==> src/rtl/generic_pipe_reg.sv <==
// rtl/generic_pipe_reg.sv - elastic valid/ready pipeline register chain with flush, enable and occupancy count
//
// Purpose:
//   DEPTH stages of WIDTH-bit opaque data, each with its own valid bit.
//   Empty stages (bubbles) accept upstream data even when the output is
//   stalled, so the chain can fill completely under backpressure.
//
// Ports:
//   clk        rising-edge clock
//   rst        asynchronous reset, active-high
//   en         global enable; low freezes all state and blocks handshakes
//   flush      synchronous clear of every valid bit (data registers keep their value)
//   in_valid   upstream word valid
//   in_data    upstream word
//   in_ready   chain accepts in_data this cycle
//   out_valid  last stage holds a valid word
//   out_data   last stage data (not gated by out_valid)
//   out_ready  downstream accepts out_data this cycle
//   count      number of stages currently holding a valid word

module generic_pipe_reg #(
    parameter int WIDTH = 13,
    parameter int DEPTH = 3,
    parameter int CNT_W = $clog2(DEPTH + 1)
) (
    input  logic             clk,
    input  logic             rst,
    input  logic             en,
    input  logic             flush,
    input  logic             in_valid,
    input  logic [WIDTH-1:0] in_data,
    output logic             in_ready,
    output logic             out_valid,
    output logic [WIDTH-1:0] out_data,
    input  logic             out_ready,
    output logic [CNT_W-1:0] count
);

    logic [DEPTH-1:0] v_q;
    logic [DEPTH-1:0] v_d;
    logic [WIDTH-1:0] d_q [DEPTH];
    logic [WIDTH-1:0] d_d [DEPTH];
    logic [CNT_W-1:0] count_q;
    logic [CNT_W-1:0] count_d;

    logic [DEPTH-1:0] rdy;
    logic             full_tail;
    logic [DEPTH:0]   src_v;
    logic [WIDTH-1:0] src_d [DEPTH+1];

    // A stage may load whenever the output is taking a word or any stage at or
    // after it is empty. Walking from the output side with a running AND of the
    // valid bits gives that without a self-referencing ready vector.
    always_comb begin
        full_tail = 1'b1;
        rdy       = '0;
        for (int i = DEPTH - 1; i >= 0; i--) begin
            full_tail = full_tail & v_q[i];
            rdy[i]    = out_ready | ~full_tail;
        end
    end

    // Source of stage i is entry i of these vectors: entry 0 is the chain input,
    // entry i+1 is stage i.
    always_comb begin
        src_v    = {v_q, in_valid};
        src_d[0] = in_data;
        for (int i = 0; i < DEPTH; i++) begin
            src_d[i+1] = d_q[i];
        end
    end

    always_comb begin
        v_d = v_q;
        for (int i = 0; i < DEPTH; i++) begin
            d_d[i] = d_q[i];
        end

        if (en) begin
            if (flush) begin
                // Flush wins over every transfer, including the input word.
                v_d = '0;
            end else begin
                for (int i = 0; i < DEPTH; i++) begin
                    if (rdy[i]) begin
                        v_d[i] = src_v[i];
                        // Data only moves with a valid word, so an empty stage
                        // keeps its last value.
                        if (src_v[i]) begin
                            d_d[i] = src_d[i];
                        end
                    end
                end
            end
        end

        // Occupancy is registered alongside the valid bits so it is always in
        // step with them.
        count_d = '0;
        for (int i = 0; i < DEPTH; i++) begin
            count_d = count_d + CNT_W'(v_d[i]);
        end
    end

    always_ff @(posedge clk or posedge rst) begin
        if (rst) begin
            v_q     <= '0;
            count_q <= '0;
            for (int i = 0; i < DEPTH; i++) begin
                d_q[i] <= '0;
            end
        end else begin
            v_q     <= v_d;
            count_q <= count_d;
            for (int i = 0; i < DEPTH; i++) begin
                d_q[i] <= d_d[i];
            end
        end
    end

    assign in_ready  = en & rdy[0];
    assign out_valid = en & v_q[DEPTH-1];
    assign out_data  = d_q[DEPTH-1];
    assign count     = count_q;

endmodule

==> config.mk <==
export PLATFORM = sky130hd
export DESIGN_NAME = generic_pipe_reg
export DESIGN_NICKNAME = d
export VERILOG_FILES = /design/src/rtl/generic_pipe_reg.sv
export SDC_FILE = /design/constraint.sdc
export NUM_CORES = 1
export LEC_CHECK = 0
export ABC_CLOCK_PERIOD_IN_PS = 3200
export BUFFER_PORTS_ARGS = -buffer_cell sky130_fd_sc_hd__buf_2
export CAP_MARGIN = 20
export CORE_MARGIN = 4
export CORE_UTILIZATION = 55
export DETAILED_ROUTE_END_ITERATION = 10
export HOLD_SLACK_MARGIN = 0.15
export PLACE_DENSITY = 0.79
export SYNTH_ARGS = -nofsm -noshare
export SYNTH_HDL_FRONTEND = slang
export SYNTH_SLANG_ARGS = --single-unit
==> constraint.sdc <==
create_clock -name clk -period 3.2 [get_ports clk]
set_clock_uncertainty 0.2 [all_clocks]
set_input_delay 0.32 -clock clk [delete_from_list [all_inputs] [get_ports clk]]
set_output_delay 0.32 -clock clk [all_outputs]
set_load 0.03 [all_outputs]
Word-level counts from Yosys, hierarchy flattened
Cells that the tools add are included.
{ "totals": {"reg_bits": 44, "latchBits": 0, "ram_bits": 0, "mem_bits_ro": 0, "inputBits": 19, "output_inout_bits": 17, "wordCells": 26, "memories": 0} }
{ "op_classes": {"addsub": 2, "n_mul": 0, "n_div": 0, "order_cmp": 0, "eq_ne": 0, "shifts": 0, "mux": 5, "n_bitwise": 11, "n_reduce_logical": 3} }
{ "op_table": {"columns": ["cell", "n"], "rows": [
  ["$reduce_and 4->1", 3],
  ["$mux 3", 2],
  ["$and 1x1->1", 4],
  ["$not 1->1", 4],
  ["$mux 1", 3],
  ["$or 1x1->1", 3],
  ["$add 1x1->2", 1],
  ["$add 2x1->2", 1]
]} }

Depth between registers and ports, before layout
Gate-level depths: netlist of run 1.
{ "depth": {"word_depth": 9, "mapped_depth": 5, "ltp_nobuf": 5} }

Worst setup path before layout of run 1
No wires, ideal clock.
{ "synth_path": {"path_kind": "input-to-reg", "startpoint": "input port out_ready", "endpoint": "register count_q[0] (netlist: count[0])", "setup_ps": 114, "arrival_time_ps": 1470, "required_time_ps": 2886, "setup_slack_ps": 1417, "stages": 5, "path_buffers": 0, "path_cell_list": "nand2b_2 o31ai_1 a22oi_1 fa_1 inv_1"} }
{ "synth_via": {"elab_chain_cells": 6, "word_cells_on_any_way": 10, "classes_between": "add/sub (2); mux (5); bitwise (3)"} }
{ "synth_rtl": {"columns": ["element", "line_no", "source"], "rows": [
  ["start: declaration", "35", "input logic out_ready,"],
  ["$or 1x1->1", "59", "rdy[i] = out_ready | ~full_tail;"],
  ["$mux 1", "85", "if (rdy[i]) begin"],
  ["$mux 3 *", "80", "if (flush) begin"],
  ["$mux 3 *", "79", "if (en) begin"],
  ["$add 1x1->2", "101", "count_d = count_d + CNT_W'(v_d[i]);"],
  ["$add 2x1->2 *", "101", null],
  ["net count_d[0]", "44", "logic [CNT_W-1:0] count_d;"],
  ["end signal: assignment", "114", "count_q <= count_d;"],
  ["end: declaration", "43", "logic [CNT_W-1:0] count_q;"]
]} }
Mark *: on every way through the listed nets, which the timed path passes. The rest lies on a longest branch.
A chain may end at the register's enable or synchronous reset.

Worst setup path after layout of run 1
{ "layout_path": {"startpoint": "input port flush", "endpoint": "register d_q, in the netlist out_data[11]"} }
{ "layout_via": {"elab_chain_cells": 2} }
{ "layout_rtl": {"columns": ["element", "line_no", "source"], "rows": [
  ["start: declaration", "29", "input logic flush,"],
  ["$not 1->1 (no line)", null, null],
  ["$reduce_and 4->1 (no line)", null, null],
  ["end signal: indexed assignment", "116", "d_q[i] <= d_d[i];"],
  ["end: declaration", "41", "logic [WIDTH-1:0] d_q [DEPTH];"]
]} }
Every way passes these cells.

==> out/qor.yml, run 1 <==
placement:
  gp_congestion: 0.6911
  hpwl_um: 2173
  io_buffers: 35
  post-place-cells: 189
critical_path:
  path_cells: "dlygate4sd3_1 -> buf_2 -> nor2b_4 -> and3_1 -> mux2_2"
  crit_arrival_ns: 2.36
  end_kind: "register"
  rrSetupSlack_ns: 1.18
  crit_path_max_fanout: 13
  start_kind: "input pin"
  slowest_stage: "and3_1"
  slowest_delay_ns: 0.71
  worstSetupPathType: "in2reg"
  critPathBufInv: 2
  required_ns: 3.25
  crit_family: "simple AND/OR/NAND/NOR gates"
logic_synthesis:
  yosysSeqAreaShare: 0.5729
  post_synth.cell_area_avg_um2: 15.50
  ys_top_cells_by_count: "44 x dfrtp_1, 29 x mux2_2, 13 x buf_4"
  synthSimpleGateAreaFrac: 0.03060
  synth_area_um2: 1922
  synthAdderAreaFrac: 0.01042
  synth_top_family_by_area: "multiplexers"
  synth_compound_gate_area_share: 0.04753
  synth.distinct_cells: 23
  synthArstFlopShare: 1.000
  synth_nets: 144
  yosys_register_bits: 44
  synth-xor-area-share: 0
  synth.most_common_cell: "dfrtp_1"
  yosys_warnings: 0
  yosysTopAreaCellShare: 0.5729
  syn_inst: 124
  synth_area_leader_cell: "dfrtp_1"
  synth-edff-count: 0
  synthFlopType: "dfrtp_1"
  yosys-top-cells-area: "dfrtp_1 57%, mux2_2 17%, mux2_4 7.8%, buf_4 5.1%, buf_6 1.8%"
  muxShareOfSynthArea: 0.2480
clocking:
  insertion_delay_ns: 0.35
  cts_max_level: 2
  cts_tree: "built"
  cts_buffers: 5
  clk_path_buf_depth: 2
  clkSlewWorstSetupHoldPaths_ns: 0.12
  clock_sinks: 44
  root_buffer: "clkbuf_4"
die:
  die_area_um2: 4504
  start_util: 0.5714
  die_w_um: 67.11
  fp-row-count: 21
  core_um2: 3363
  io_pins: 36
  die_y_um: 67.11
detailed_routing:
  viasPerCell: 5.070
  wl_um: 3208
  postRouteAntennaNets: 0
  drtIter0Drc: 38
  num_vias: 1085
  wl_per_cell_um: 14.99
  drc: 0
  dr.pass1.iters: 4
finish:
  area_growth_pct: 16.67
  finalNonFillerCells: 214
  layout-drive-gt1-share: 0.5357
  fill_cells: 263
  nets: 187
  n_antenna_cell: 0
grt:
  grt_pass1_wl_um: 5437
  grt_busiest_layer: "met2"
  use_met1: 0.1976
  grt_max_degree: 25
  grt_antenna_before_repair: 0
  use_met2: 0.2871
  grt_use_total: 0.1670
  grt_pass1_vias: 1195
  grt-ovfl-total: 0
  met3_usage: 0.03204
sta:
  max_freq_mhz: 432.4
  relSlewSlack: 0.4606
  slew_violations: 0
  whs_ns: 0.1678
  hold_viol_final: 0
  tns_ns: 0
  rsz0062_at_grt: "false"
  finalCritPeriodShare: 0.7226
  period_minus_slack_ns: 2.312
  setup_violations: 0
  tightest_slew_ns: 0.8041
power:
  leakage_nw: 1.084
  ir_worst_vdd_uv: 399.2
  p_per_area_nw_per_um2: 706.7
status:
  status: "finished clean"
worst_hold_path:
  min-delay-path-class: "in2reg"
job:
  cap_violations: 0
through the flow:
stage / power (W) / util / setup WS, ns / area [µm²]
final: 0.001584 / 0.6667 / 0.8875 / 2242
after global routing: 0.001674 / 0.6667 / 0.7913 / 2242
after CTS: 0.001598 / 0.6667 / 0.8777 / 2242
after detailed placement: 0.001316 / 0.5978 / 1.001 / 2011
after global placement: 0.001291 / 0.5978 / 1.084 / 2011
after floorplan: 0.001274 / - / 1.417 / 1922
routing by layer:
metal,wire length (µm),vias up
li1,-,504
met1,1336,550
met2,1702,26
met3,114,5
met4,55,0
met5,0,-
path summary, 6_finish.rpt:
check | startpoint | to | cells past startpoint
hold reg to reg | d_q[37]$_DFFE_PP0P_ | d_q[24]$_DFFE_PP0P_ | 1
min in group asynchronous | rst | out_data[8]$_DFFE_PP0P_ | 3
setup / recovery | flush | out_data[11]$_DFFE_PP0P_ | 5
max in group asynchronous | rst | d_q[37]$_DFFE_PP0P_ | 4
setup reg to reg | v_q[1]$_DFF_PP0_ | count[0]$_DFF_PP0_ | 5
hold / removal | en | v_q[0]$_DFF_PP0_ | 3
layout by cell type, fill, tap and decap left out, drive strengths merged:
cell type / n
clkinv: 2
nor2b: 1
clkinvlp: 2
a21boi: 1
inv: 5
mux2: 39
buf: 36
clkbuf: 5
nand3: 1
dfrtp: 44
nand2b: 1
nor2: 1
dlygate4sd3: 17
and2: 1
a2bb2oi: 1
and3: 1
a22oi: 2
a22o: 2
o211ai: 1
o22ai: 1
o21ai: 1
fa: 1
o31ai: 1
nand4b: 1
worst reg2reg max path, delay by kind of cell, from the launching register on:
kind,cells,cell delay [ns]
adders and majority gates,1,0.56
AOI/OAI and AO/OA,2,0.53
DFF,1,0.47
buffers and inverters,2,0.18
timing repair:
action	CTS	global route
hold endpoints to repair	38	0
gates resized for setup	0	0
setup endpoints to repair	0	0
setup buffers	0	0
hold buffers	17	0
registers in the layout, summed over array words and instances, names as in the netlist:
name / flops
d_q: 26
out_data: 13
v_q: 3
count: 2
report_power, final:
part	leakage (nW)	internal, W	switching (W)	total [W]
sequential	0.548	0.000726	0.0000910	0.000817
clock	0.0274	0.0000866	0.000186	0.000272
combinational	0.508	0.000237	0.000258	0.000495
cells by family after synthesis:
kind of cell / count (synthesis)
buffers and inverters: 23
AND/OR/NAND/NOR: 7
adder cells (fa/ha/maj): 1
AO/OA/AOI/OAI: 10
flip-flops: 44
multiplexers: 39
final cells by class:
type | count | area, µm² | share of cell area
Clock buffer | 5 | 37.54 | 0.01674
Clock inverter | 3 | 23.77 | 0.01060
Inverter | 6 | 22.52 | 0.01004
Multi-Input combinational cell | 57 | 646.9 | 0.2885
Sequential cell | 44 | 1101 | 0.4911
Tap cell | 46 | 57.56 | 0.02567
Timing Repair Buffer | 53 | 352.8 | 0.1574
Power figures use the tool's default switching activity.
==> inputs of run 2 (changes only) <==
Settings changed: ABC_AREA set to 1, ABC_CLOCK_PERIOD_IN_PS 3200 to 2300, CORE_UTILIZATION 55 to 54, PLACE_DENSITY 0.79 to 0.78.
Clock period 3.2 ns to 2.3 ns, I/O delays scaled along.
==> out/qor.yml, run 2 <==
clocking:
  cts_buffers: 5  # unchanged
  clkSlewWorstSetupHoldPaths_ns: 0.08  # was 0.12 ns
  insertion_delay_ns: 0.29  # was 0.35 ns
  clock_sinks: 44  # unchanged
  cts_tree: "built"  # unchanged
  root_buffer: "clkbuf_8"  # was clkbuf_4
  clk_path_buf_depth: 2  # unchanged
  cts_resized: 0  # unchanged
  post_cts.repair.setup_buffers: 0  # unchanged
  cts_max_level: 2  # unchanged
die:
  fp-row-count: 21  # unchanged
  die_y_um: 68.60  # was 67.11 µm
  core_um2: 3442  # was 3363 µm²
  die_area_um2: 4706  # was 4504 µm²
  start_util: 0.5762  # was 0.5714
  die_w_um: 68.60  # was 67.11 µm
  io_pins: 36  # unchanged
detailed_routing:
  wl_per_cell_um: 10.85  # was 14.99 µm
  num_vias: 1487  # was 1085
  wl_um: 3429  # was 3208 µm
  drtIter0Drc: 72  # was 38
  dr.pass1.iters: 4  # unchanged
  postRouteAntennaNets: 0  # unchanged
  viasPerCell: 4.706  # was 5.070
  drc: 0  # unchanged
critical_path:
  r2r-start: "v_q[1]$_DFF_PP0_"  # unchanged
  crit_path_max_fanout: 4  # was 13
  worstSetupPathType: "in2reg"  # unchanged
  required_ns: 2.30  # was 3.25 ns
  cp-startpoint: "en"  # was flush
  end_kind: "register"  # unchanged
  start_kind: "input pin"  # unchanged
  crit_arrival_ns: 1.98  # was 2.36 ns
finish:
  finalNonFillerCells: 316  # was 214
  area_growth_pct: 20.44  # was 16.67%
  fill_cells: 275  # was 263
  final_area_um2: 2389  # was 2242 µm²
  max_flop_register: "d_q"  # unchanged
  final_common_cell: "nand2_1"  # was dfrtp_1
  layout-drive-gt1-share: 0.2037  # was 0.5357
  n_antenna_cell: 0  # unchanged
  nets: 289  # was 187
  largest_register_ffs: 26  # unchanged
  final_cell_mix: "88 x nand2_1, 44 x dfrtp_1, 42 x nand3_1, 35 x buf_2, 18 x dlygate4sd3_1"  # was 44 x dfrtp_1, 35 x buf_2, 29 x mux2_2, 17 x dlygate4sd3_1, 10 x mux2_4
logic_synthesis:
  synth_area_um2: 1983  # was 1922 µm²
  synth_area_leader_cell: "dfrtp_1"  # unchanged
  synth.most_common_cell: "nand2_1"  # was dfrtp_1
  synth-edff-count: 0  # unchanged
  syn_inst: 226  # was 124
  post_synth.cell_area_avg_um2: 8.775  # was 15.50 µm²
  yosys_warnings: 0  # unchanged
  synth_nets: 246  # was 144
  synthFlopType: "dfrtp_1"  # unchanged
  synthArstFlopShare: 1.000  # unchanged
  synth.distinct_cells: 17  # was 23
  yosys-top-cells-area: "dfrtp_1 56%, nand2_1 17%, nand3_1 11%, buf_4 6.1%, inv_1 2.3%"  # was dfrtp_1 57%, mux2_2 17%, mux2_4 7.8%, buf_4 5.1%, buf_6 1.8%
  ys_top_cells_by_count: "88 x nand2_1, 44 x dfrtp_1, 42 x nand3_1"  # was 44 x dfrtp_1, 29 x mux2_2, 13 x buf_4
  yosys_register_bits: 44  # unchanged
  yosysSeqAreaShare: 0.5552  # was 0.5729
  yosysTopAreaCellShare: 0.5552  # was 0.5729
placement:
  pre_cts_slack_ns: 0.5349  # was 1.001 ns
  io_buffers: 35  # unchanged
  hpwl_um: 2341  # was 2173 µm
  post-place-cells: 290  # was 189
  gp_congestion: 0.7805  # was 0.6911
  place_area_um2: 2087  # was 2011 µm²
job:
  cap_violations: 0  # unchanged
worst_hold_path:
  worstHoldStart: "out_ready"  # was en
  min-delay-path-class: "in2reg"  # unchanged
sta:
  rsz0062_at_grt: "false"  # unchanged
  slew_violations: 0  # unchanged
  max_freq_mhz: 504.9
  hold_viol_final: 0  # unchanged
  fin_ws_ns: 0.3192  # was 0.8875 ns
  period_minus_slack_ns: 1.981
  tightest_slew_ns: 0.5185  # was 0.8041 ns
  setup_violations: 0  # unchanged
  relSlewSlack: 0.6543  # was 0.4606
  tns_ns: 0  # unchanged
  finalCritPeriodShare: 0.8612
  whs_ns: 0.2187  # was 0.1678 ns
grt:
  grt_use_total: 0.1731  # was 0.1670
  grt_max_degree: 45  # was 25
  grt_antenna_before_repair: 0  # unchanged
  grt-ovfl-total: 0  # unchanged
  grt_pass1_vias: 1337  # was 1195
  grt_pass1_wl_um: 5982  # was 5437 µm
power:
  p_int_w: 0.001446  # was 0.001050 W
  p_clk_frac: 0.294  # was 0.172
  p_per_area_nw_per_um2: 870.9  # was 706.7 nW/µm²
  leakage_nw: 1.344  # was 1.084 nW
  power_frac_comb: 0.213  # was 0.312
  seqPwrFrac: 0.493  # was 0.516
  p_sw_w: 0.0006346  # was 0.0005346 W
  switching_share: 0.3051  # was 0.3374
  ir_worst_vdd_uv: 409.3  # was 399.2 µV
status:
  status: "finished clean"  # unchanged
[run 2: cell count changes in the layout (fill, tap and decap cells not counted), moves of 4 or more]
cell | before | now
nand2_1 | 0 | 88
nand3_1 | 0 | 42
mux2_2 | 29 | 0
mux2_4 | 10 | 0
inv_1 | 5 | 12
clkbuf_8 | 0 | 6
clkbuf_4 | 5 | 0
buf_4 | 1 | 5
[run 2: critical path: stages]
cell	delay, ns
dlygate4sd3_1	0.51
buf_2	0.15
inv_1	0.09
nor2_1	0.21
nand2_1	0.10
nand2_1	0.07
a21oi_1	0.05
fa_1	0.54
inv_1	0.04
[run 2: path summary, 6_finish.rpt]
kind	endpoint	slack [ns]	cells past startpoint
min in group asynchronous	out_data[10]$_DFFE_PP0P_	0.39	4
min reg2reg	out_data[3]$_DFFE_PP0P_	0.27	2
max reg2reg	count[0]$_DFF_PP0_	0.56	5
max in group asynchronous	v_q[1]$_DFF_PP0_	1.15	4
max	count[0]$_DFF_PP0_	0.32	9
min	v_q[2]$_DFF_PP0_	0.22	6
[run 2: metal layers]
metal / global-route usage / wire length [µm]
met5: 0 / 0
met4: 0.09181 / 76
met3: 0.04700 / 201
met1: 0.2373 / 1639
met2: 0.2491 / 1513
[run 2: kinds of logic after synthesis]
group,Yosys count,synth area share
AO/OA/AOI/OAI,4,0.01009
flip-flops,44,0.5552
AND/OR/NAND/NOR,143,0.3180
adder cells (fa/ha/maj),1,0.01010
buffers and inverters,34,0.1066
[run 2: layout make-up]
class / count / area (µm²) / share of cell area
sequential: 44 / 1101 / 0.4610
clock buffer: 6 / 82.58 / 0.03457
tap: 46 / 57.56 / 0.02410
timing repair buffer: 58 / 392.9 / 0.1645
inverter: 12 / 45.04 / 0.01886
clock inverter: 2 / 38.79 / 0.01624
multi-input combinational: 148 / 670.6 / 0.2808
[run 2: power groups by stage]
| stage | Combinational [W] | Clock, W | Sequential (W) |
|---|---|---|---|
| detailed placement | 0.000427 | 0 | 0.00104 |
| global route | 0.000499 | 0.000661 | 0.00104 |
| CTS | 0.000452 | 0.000628 | 0.00102 |
| global placement | 0.000420 | 0 | 0.00103 |
| finish | 0.000444 | 0.000611 | 0.00103 |
| floorplan | 0.000395 | 0 | 0.00103 |
[run 2: metrics by stage]
step | power [W] | utilization
3_3_place_gp | 0.001454 | 0.6063
6_report | 0.002080 | 0.6939
4_1_cts | 0.002105 | 0.6939
5_1_grt | 0.002202 | 0.6939
3_5_place_dp | 0.001467 | 0.6063
2_1_floorplan | 0.001425 | -
[run 2: repair_timing]
| item | 4_1_cts | 5_1_grt |
|---|---|---|
| setup endpoints to repair | 0 | 0 |
| hold buffers | 18 | 0 |
| endpoints found under the hold margin | 60 | 0 |
==> inputs of run 3 (changes only) <==
Settings changed: BUFFER_PORTS_ARGS -buffer_cell sky130_fd_sc_hd__buf_2 to unset, CORE_UTILIZATION 54 to 55, DONT_BUFFER_PORTS set to 1, PLACE_DENSITY 0.78 to 0.7.
==> out/qor.yml, run 3 (same netlist as run 2, synthesis figures left out) <==
critical_path:
  end_kind: "register"  # unchanged
  required_ns: 2.37  # was 2.30 ns
  crit_arrival_ns: 2.33  # was 1.98 ns
  worstSetupPathType: "in2reg"  # unchanged
  ff2ff_path_depth: 6  # was 5
  crit_path_max_fanout: 4  # unchanged
  r2r-start: "v_q[0]$_DFF_PP0_"  # was v_q[1]$_DFF_PP0_
  critPathCapture: "count[0]$_DFF_PP0_"  # unchanged
  slowest_stage: "dlygate4sd3_1"  # was fa_1
  slowest_delay_ns: 0.60  # was 0.54 ns
  start_kind: "input pin"  # unchanged
  cp-startpoint: "en"  # unchanged
  r2r-end: "d_q[18]$_DFFE_PP0P_"  # was count[0]$_DFF_PP0_
  rrSetupSlack_ns: 0.29  # was 0.56 ns
  path_cells: "dlygate4sd3_1 -> inv_1 -> nor2_2 -> dlygate4sd3_1 -> nand2_1 -> nand2_1 -> a21oi_2 -> fa_1 -> inv_1"  # was dlygate4sd3_1 -> buf_2 -> inv_1 -> nor2_1 -> nand2_1 -> nand2_1 -> a21oi_1 -> fa_1 -> inv_1
status:
  status: "finished clean"  # unchanged
placement:
  place_area_um2: 1924  # was 2087 µm²
  io_buffers: 0  # was 35
  gp_congestion: 0.7885  # was 0.7805
  hpwl_um: 2580  # was 2341 µm
  pre_cts_slack_ns: 0.5801  # was 0.5349 ns
die:
  start_util: 0.5806  # was 0.5762
  die_area_um2: 4630  # was 4706 µm²
  die_y_um: 68.05  # was 68.60 µm
  fp-row-count: 21  # unchanged
  io_pins: 36  # unchanged
  die_w_um: 68.05  # was 68.60 µm
  core_um2: 3416  # was 3442 µm²
sta:
  max_freq_mhz: 441.8  # was 504.9 MHz
  hold_viol_final: 0  # unchanged
  finalCritPeriodShare: 0.9842  # was 0.8612
  period_minus_slack_ns: 2.264  # was 1.981 ns
  slew_violations: 0  # unchanged
  relSlewSlack: 0.6420  # was 0.6543
  fin_ws_ns: 0.03628  # was 0.3192 ns
  tightest_slew_ns: 0.5352  # was 0.5185 ns
  setup_violations: 0  # unchanged
detailed_routing:
  viasPerCell: 5.069  # was 4.706
  drc: 0  # unchanged
  wl_per_cell_um: 13.66  # was 10.85 µm
  num_vias: 1546  # was 1487
  postRouteAntennaNets: 0  # unchanged
  drtIter0Drc: 102  # was 72
  wl_um: 4165  # was 3429 µm
  dr.pass1.iters: 4  # unchanged
finish:
  largest_register_ffs: 26  # unchanged
  final_common_cell: "nand2_1"  # unchanged
  nets: 278  # was 289
  final_area_um2: 2426  # was 2389 µm²
  area_growth_pct: 22.33  # was 20.44%
  final_cell_mix: "88 x nand2_1, 44 x dfrtp_1, 42 x nand3_1, 40 x dlygate4sd3_1, 12 x inv_1"  # was 88 x nand2_1, 44 x dfrtp_1, 42 x nand3_1, 35 x buf_2, 18 x dlygate4sd3_1
  layout-drive-gt1-share: 0.09266  # was 0.2037
  max_flop_register: "d_q"  # unchanged
  n_antenna_cell: 0  # unchanged
clocking:
  insertion_delay_ns: 0.36  # was 0.29 ns
  cts_tree: "built"  # unchanged
  clk_path_buf_depth: 2  # unchanged
  clkSlewWorstSetupHoldPaths_ns: 0.13  # was 0.08 ns
  clock_sinks: 44  # unchanged
  cts_max_level: 2  # unchanged
  cts_buffers: 5  # unchanged
  root_buffer: "clkbuf_4"  # was clkbuf_8
power:
  p_per_area_nw_per_um2: 788.9  # was 870.9 nW/µm²
  p_sw_w: 0.0006352  # was 0.0006346 W
  seqPwrFrac: 0.617  # was 0.493
  power_frac_comb: 0.135  # was 0.213
  leakage_nw: 1.250  # was 1.344 nW
  p_int_w: 0.001279  # was 0.001446 W
  p_clk_frac: 0.248  # was 0.294
  switching_share: 0.3319  # was 0.3051
  ir_worst_vdd_uv: 420.6  # was 409.3 µV
grt:
  grt_antenna_before_repair: 0  # unchanged
  grt_max_degree: 32  # was 45
  grt_pass1_wl_um: 6996  # was 5982 µm
  grt_pass1_vias: 1525  # was 1337
  grt-ovfl-total: 0  # unchanged
  grt_use_total: 0.2090  # was 0.1731
job:
  cap_violations: 0  # unchanged
worst_hold_path:
  min-delay-path-class: "in2async"  # was in2reg
==> run 3: cell types whose count changed in the layout (fill, tap and decap cells not counted), moves of 5 or more <==
cell           before  now
buf_2              35    0
dlygate4sd3_1      18   40
clkbuf_8            6    0
clkbuf_4            0    5
==> run 3: what timing repair did <==
| action | 4_1_cts | 5_1_grt |
|---|---|---|
| hold buffers | 40 | 0 |
| resized for setup | 0 | 2 |
| endpoints found under the hold margin | 85 | 0 |
| endpoints found under the setup margin | 0 | 3 |
| buffers inserted | 0 | 2 |
==> run 3: routing by layer <==
layer | global-route usage | up-vias | wire length (µm)
met4 | 0.08437 | 0 | 85
met3 | 0.06076 | 7 | 275
met2 | 0.3454 | 50 | 2099
met1 | 0.2562 | 726 | 1705
met5 | 0 | - | 0
li1 | - | 763 | -
==> run 3: power groups by stage <==
stage / sequential, W / combinational, W / clock (W)
6_report: 0.00118 / 0.000259 / 0.000474
5_1_grt: 0.00120 / 0.000302 / 0.000532
4_1_cts: 0.00118 / 0.000255 / 0.000487
3_5_place_dp: 0.00120 / 0.000212 / 0
3_3_place_gp: 0.00119 / 0.000198 / 0
2_1_floorplan: 0.00103 / 0.000395 / 0
==> run 3: how the worst min path moves through the flow <==
stage | from | end | slack, ns
detailed placement | rst | out_data[12]$_DFFE_PP0P_ | -0.01
floorplan | in_data[0] | d_q[26]$_DFFE_PP0P_ | 0.18
global route | rst | d_q[24]$_DFFE_PP0P_ | 0.18
CTS | rst | d_q[24]$_DFFE_PP0P_ | 0.16
finish | rst | d_q[22]$_DFFE_PP0P_ | 0.17
global placement | rst | out_data[11]$_DFFE_PP0P_ | -0.02
==> run 3: final cells by class <==
class,count,area [µm²]
clock buffers,5,37.54
clock inverters,3,42.54
fillers,264,989.7
inverters,12,45.04
multi-input cells,148,676.9
flip-flops and latches,44,1101
well taps,46,57.56
repair buffers,47,465.4
==> run 3: stage by stage <==
step / util / power [W] / TNS (ns) / std cells / hold WS (ns)
5_1_grt: 0.7103 / 0.002035 / -0.02281 / 305 / 0.1821
3_5_place_dp: 0.5634 / 0.001410 / 0 / 255 / -0.01108
3_3_place_gp: 0.5634 / 0.001386 / 0 / 255 / -0.01880
4_1_cts: 0.7040 / 0.001925 / 0 / 303 / 0.1555
2_1_floorplan: - / 0.001425 / 0 / 226 / 0.1777
6_report: 0.7103 / 0.001914 / 0 / 305 / 0.1660
==> run 3: worst max-delay path: cells and delay by family <==
family | cells | cell delay [ns]
AOI/OAI and AO/OA | 1 | 0.05
adders and majority gates | 1 | 0.50
buffers and inverters | 4 | 1.24
and+or+nand+nor | 3 | 0.30
